### config.mk
export PLATFORM = sky130hd
export DESIGN_NAME = id_exe_stage
export DESIGN_NICKNAME = d
export VERILOG_FILES = /design/src/rtl/id_exe_stage.sv
export SDC_FILE = /design/constraint.sdc
export NUM_CORES = 1
export LEC_CHECK = 0
export ABC_AREA = 1
export CORE_MARGIN = 2
export CORE_UTILIZATION = 45
export DETAILED_ROUTE_END_ITERATION = 10
export PLACE_DENSITY = 0.81
export SYNTH_ARGS = -nofsm -noshare
export SYNTH_HDL_FRONTEND = slang
export SYNTH_SLANG_ARGS = --single-unit
### constraint.sdc
create_clock -name clk -period 2.3 [get_ports clk]
set_input_delay 0.46 -clock clk [delete_from_list [all_inputs] [get_ports clk]]
set_output_delay 0.46 -clock clk [all_outputs]
set_load 0.1 [all_outputs]
### src/rtl/id_exe_stage.sv
// ID/EXE pipeline register: latches decoded control and operands, applies
// MEM/WB forwarding on the latched sources and counts inserted bubbles.
module id_exe_stage #(
  parameter int WIDTH = 32,
  parameter int RA    = 5,
  parameter int CW    = 16
) (
  input  logic             clk,
  input  logic             clrn,
  input  logic             ehold,
  input  logic             dbubble,
  input  logic             dwreg,
  input  logic             dm2reg,
  input  logic             dwmem,
  input  logic             daluimm,
  input  logic [3:0]       daluc,
  input  logic [WIDTH-1:0] dqa,
  input  logic [WIDTH-1:0] dqb,
  input  logic [WIDTH-1:0] dimm,
  input  logic [RA-1:0]    drs,
  input  logic [RA-1:0]    drt,
  input  logic [RA-1:0]    drn,
  input  logic             mwreg,
  input  logic [RA-1:0]    mrn,
  input  logic [WIDTH-1:0] malu,
  input  logic             wwreg,
  input  logic [RA-1:0]    wrn,
  input  logic [WIDTH-1:0] wdata,
  output logic [WIDTH-1:0] eqa,
  output logic [WIDTH-1:0] b,
  output logic [3:0]       ealuc,
  output logic [WIDTH-1:0] eqb,
  output logic             ewreg,
  output logic             em2reg,
  output logic             ewmem,
  output logic [RA-1:0]    ern,
  output logic             evalid,
  output logic [CW-1:0]    bubble_cnt
);

  // Slot protocol: evalid marks a real instruction in the slot; ehold freezes
  // the slot (downstream not ready), dbubble replaces the incoming slot.
  logic             ealuimm;
  logic [WIDTH-1:0] eqa_l;
  logic [WIDTH-1:0] eqb_l;
  logic [WIDTH-1:0] eimm;
  logic [RA-1:0]    ers;
  logic [RA-1:0]    ert;
  logic [WIDTH-1:0] fwd_a;
  logic [WIDTH-1:0] fwd_b;

  always_ff @(posedge clk or negedge clrn) begin
    if (!clrn) begin
      ewreg      <= 1'b0;
      em2reg     <= 1'b0;
      ewmem      <= 1'b0;
      ealuimm    <= 1'b0;
      ealuc      <= 4'b0;
      eqa_l      <= '0;
      eqb_l      <= '0;
      eimm       <= '0;
      ers        <= '0;
      ert        <= '0;
      ern        <= '0;
      evalid     <= 1'b0;
      bubble_cnt <= '0;
    end else if (!ehold) begin
      if (dbubble) begin
        ewreg   <= 1'b0;
        em2reg  <= 1'b0;
        ewmem   <= 1'b0;
        ealuimm <= 1'b0;
        ealuc   <= 4'b0;
        eqa_l   <= '0;
        eqb_l   <= '0;
        eimm    <= '0;
        ers     <= '0;
        ert     <= '0;
        ern     <= '0;
        evalid  <= 1'b0;
        if (bubble_cnt != '1) bubble_cnt <= bubble_cnt + CW'(1);
      end else begin
        ewreg   <= dwreg;
        em2reg  <= dm2reg;
        ewmem   <= dwmem;
        ealuimm <= daluimm;
        ealuc   <= daluc;
        eqa_l   <= dqa;
        eqb_l   <= dqb;
        eimm    <= dimm;
        ers     <= drs;
        ert     <= drt;
        ern     <= drn;
        evalid  <= 1'b1;
      end
    end
  end

  // MEM result is newer than WB, so it wins; register 0 is never forwarded.
  always_comb begin
    fwd_a = eqa_l;
    if (mwreg && (mrn == ers) && (ers != '0))      fwd_a = malu;
    else if (wwreg && (wrn == ers) && (ers != '0)) fwd_a = wdata;
    fwd_b = eqb_l;
    if (mwreg && (mrn == ert) && (ert != '0))      fwd_b = malu;
    else if (wwreg && (wrn == ert) && (ert != '0)) fwd_b = wdata;
  end

  assign eqa = fwd_a;
  assign eqb = fwd_b;
  assign b   = ealuimm ? eimm : fwd_b;

endmodule

; ---- Word level (Yosys, flattened, before mapping)
; Cells that the tools add are included.
[word_totals]
output_inout_bits = 125
reg_bits = 136
word_cells = 48
input_bits = 199
[classes]
reduce_logical = 11
eq_ne = 5
add_sub_neg = 1
mux = 17
bitwise_logic = 1
[ops]
columns = op, count
row1 = two-way mux 32 bit, 8
row2 = equality test 5 bit, 4
row3 = "adder 16 x 1 -> 16 bit, second input constant", 1
row4 = "!= test 16 bit, second input constant", 1
row5 = two-way mux 5 bit, 3
row6 = nonzero test 5 bit, 2
row7 = logical AND 1 bit, 8
row8 = two-way mux 1 bit, 5
row9 = two-way mux 4 bit, 1
row10 = AND reduction 3 bit, 1
row11 = inverter 1 bit, 1

; ---- Depth between registers and ports, before layout
[depth]
word_depth = 6
ltp_mapped = 12
ltp_nobuf = 11

; ---- Least setup slack after synthesis
; Ideal clock, no wire load.
[synth_path]
path_type = input to output
startpoint = input mrn[2]
endpoint = output eqa[10]
path_buffers = 1
path_stages = 5
required_ns = 1.840
arrival_ns = 2.475
path_slack_ns = -0.635
cell_sequence = xor2_1 -> nor3_2 -> nand2_2 -> buf_2 -> o21ai_1
[synth_between]
elab_chain_cells = 4
[synth_rtl]
columns = element, line
row1 = from (decl), 24  ; input logic [RA-1:0] mrn,
row2 = equality test 5 bit, 102  ; if (mwreg && (mrn == ers) && (ers != '0)) fwd_a = malu;
row3 = logical AND 1 bit (2 in series), 102
row4 = two-way mux 32 bit, 102
row5 = to (decl), 29  ; output logic [WIDTH-1:0] eqa,
; Every way passes these cells.

; ---- Worst setup path after layout
[layout_path]
startpoint = register ert[3]
endpoint = output b[5]
[layout_between]
elab_chain_cells = 6
[layout_rtl]
columns = element, line
row1 = from (decl), 48  ; logic [RA-1:0] ert;
row2 = from (signal assigned), 92  ; ert <= drt;
row3 = equality test 5 bit, 106  ; else if (wwreg && (wrn == ert) && (ert != '0)) fwd_b = wdata;
row4 = logical AND 1 bit (2 in series), 106
row5 = two-way mux 32 bit, 106
row6 = two-way mux 32 bit *, 105  ; if (mwreg && (mrn == ert) && (ert != '0)) fwd_b = malu;
row7 = two-way mux 32 bit *, 111  ; assign b = ealuimm ? eimm : fwd_b;
row8 = to (decl), 30  ; output logic [WIDTH-1:0] b,
; Every way passes the cells marked *; elsewhere a longest branch is shown, timed or not.

==> flow_summary.ini <==
[critical_path]
r2r_end = bubble_cnt[6]$_DFFE_PN0P_
crit_path_end_kind = output pin
crit_fanout = 11
crit_end = b[5]
slowest_stage = dfrtp_1
arrival_ns = 2.30
cp-startpoint = ert[3]$_DFFE_PN0N_
ff2ff_setup_slack_ns = 0.61
crit_required_ns = 1.84
slowest_delay_ns = 0.42
crit_type = flip-flop to output pin
cp_cell_sequence = inv_2 > nand3_2 > nor2_4 > nor2_4 > buf_12 > buf_6 > buf_6 > nand3_1 > nand3_2 > nand2_2 > buf_12
start_kind = flip-flop
worst-r2r-cell-count = 8
worstReg2RegStart = bubble_cnt[0]$_DFFE_PN0P_

[clocking]
cts_num_sinks = 136
clkTransAtPathRegs_ns = 0.06
cts_tree = yes
numCtsBuffers = 17
clock_latency_ns = 0.42
cts_max_level = 4
root_buffer = clkbuf_16
cts-root-to-sink-buffers = 2

[final_layout]
fillers = 1014
ff_latch_area_um2 = 3400
nNetsFinal = 1695
layout-drive-gt1-share_pct = 34.9
fin_util_pct = 84.1
layout-area-overhead-vs-synth_pct = 83.4
multi_input_area_um2 = 5700

[sta]
final_hold_viol_count = 0
slew_headroom_pct = 44.3
max_freq_mhz = 362
worst_slack_ns = -0.465
worst_pin_slew_ns = 0.835
setup_violations = 96
min_period_over_period_pct = 120
fin_skew_ns = 0.00584
grt_setup_unrepaired = true
drv_slew = 0
whs_ns = 0.445
fin_crit_ns = 2.76

[pwr]
ir_drop_v = 0.000584
power_mw = 10.8
power_density_nw_per_um2 = 689
leakagePower_nw = 7.28

[synth]
syn_inst = 1157
synth_edf_count = 0
ys_types = 34
synth_seq_cells = 136
ys_async_sr_fraction_pct = 100
synth_most_common_cell = nand2_1
synth.top_cells.by_area = dfrtp_1, nand3_1, nand2_1
synth_top_cell_area_share_pct = 39.7
syn-cell-area_um2 = 8570
yosysSeqAreaShare_pct = 39.7
synthMuxAreaShare_pct = 0
synth_common_cells = nand2_1, nand3_1, dfrtp_1
syn_avg_cell_area_um2 = 7.41
synthSimpleGateAreaFrac_pct = 43.9
yosys_most_used_dff = dfrtp_1
synth_top_family_by_area = simple AND/OR/NAND/NOR gates
syn_nets = 1357
ys_warn_count = 0
synth-xor-area-share_pct = 1.63
yosysTopAreaCell = dfrtp_1
synth-compound-area-share_pct = 5.02
synth-adder-area-share_pct = 0.146

[floorplanning]
core_um2 = 18700
die-area_um2 = 20200
die_w_um = 142
die_h_um = 142
num_io_pins = 324
start_util_pct = 45.8
rows = 50

[grt]
grt_busiest_layer = met2
grt_pass1_wl_mm = 58.6
grt_pass1_vias = 10300
grtUsageMet1_pct = 46.1
grt_usage_pct = 38.4
grt_overflow_total = 0
use_met3_pct = 9.83
grt_max_degree = 120
grt_use_met2_pct = 63.2
antenna_found_initial = 5

[drt]
postRouteAntennaNets = 0
drtIter0Drc = 924
viasPerCell = 5.99
drcViolationCount = 0
drt_wl_total_mm = 41.9
first_pass_iters = 9
avgRoutedWirePerCell_um = 24.0
via_count = 10500

[run_status]
violations = setup timing
status = complete, but fails checks

[placement]
gp_congestion = 0.933
io_buffers = 323
dp_slack_ns = -0.567
hpwl_mm = 24.7

[hold_path]
hold_path_class = input pin to flip-flop

[run]
maxCapViolations = 0
[layout make-up]
cell class                      instances  area share (%)
Antenna cell                            5          0.0796
Clock inverter                         11           0.780
Sequential cell                       136            21.6
Clock buffer                           21            2.99
Timing Repair Buffer                  396            34.1
Multi-Input combinational cell        848            36.3
Tap cell                              234            1.86
Inverter                               96            2.32
[flip-flops by register name, summed over array words and instances, names as in the netlist]
register / count
eimm: 32
eqa_l: 32
eqb_l: 32
bubble_cnt: 16
ern: 5
ers: 5
ert: 5
ealuc: 4
ealuimm: 1
em2reg: 1
evalid: 1
ewmem: 1
ewreg: 1
[layout by cell type (no fill, tap or decap), drive strengths merged]
| cell type | instances |
|---|---|
| clkinv | 5 |
| nand4 | 6 |
| nand2 | 353 |
| inv | 96 |
| ha | 1 |
| buf | 193 |
| clkinvlp | 4 |
| a21oi | 2 |
| nand3 | 293 |
| nor3 | 5 |
| nand3b | 33 |
| o22ai | 1 |
| diode | 5 |
| and2 | 32 |
| nor4 | 1 |
| xnor2 | 5 |
| nor2 | 24 |
| dlygate4sd3 | 1 |
| o211ai | 2 |
| clkdlybuf4s50 | 185 |
| o21ai | 79 |
| dlygate4sd2 | 10 |
| dfrtp | 136 |
| xor2 | 11 |
| bufinv | 2 |
| dlymetal6s2s | 1 |
| clkbuf | 27 |
[stage by stage]
step | instance area (um^2) | instances | setup TNS (ns)
detailed placement | 13300 | 1676 | -48.50
CTS | 15100 | 1738 | -36.40
floorplan | 8860 | 1157 | -3.29
global placement | 13300 | 1676 | -47.43
global route | 15700 | 1745 | -47.13
finish | 15700 | 1747 | -39.17
[power breakdown]
group,leakage [nW],internal [mW],switching (mW),total (mW)
Combinational,5.24,1.81,3.42,5.23
Clock,0.281,1.68,1.12,2.81
Sequential,1.76,2.62,0.187,2.80
[routing by layer]
layer / vias to the layer above / part of all wire (%) / wire length [um]
met4: 0 / 6.8 / 2830
met1: 4987 / 35 / 14600
met2: 795 / 48 / 20000
met5: - / 0 / 0
met3: 217 / 11 / 4480
li1: 4463 / - / -
[kinds of logic after synthesis]
kind of cell / count (synthesis)
xor+xnor: 16
simple gates: 743
fa+ha+maj: 1
flops: 136
buf+inv: 177
compound gates: 84
[critical path, delay by kind of cell (launching register included)]
kind / cells / cell delay, ns
buffers and inverters: 5 / 0.70
and+or+nand+nor: 6 / 0.76
DFF: 1 / 0.42
[worst min path at each step]
stage          startpoint  cells after the start                        end  slack (ns)
5_1_grt             ehold                      3         evalid$_DFFE_PN0N_        0.46
3_3_place_gp         clrn                      1       ealuc[3]$_DFFE_PN0N_        0.40
6_report            ehold                      3         evalid$_DFFE_PN0N_        0.44
3_5_place_dp         clrn                      1         ern[2]$_DFFE_PN0N_        0.40
4_1_cts             ehold                      3         evalid$_DFFE_PN0N_        0.43
2_1_floorplan        clrn                      0  bubble_cnt[0]$_DFFE_PN0P_        0.16
[repair_timing]
item	CTS	global route
resized for setup	141	117
cloned	17	6
pin swaps	42	64
endpoints found under the setup margin	96	96
buffers inserted	13	2
hold buffers	1	0
hold endpoints to repair	37	0
Power figures use the tool's default switching activity.
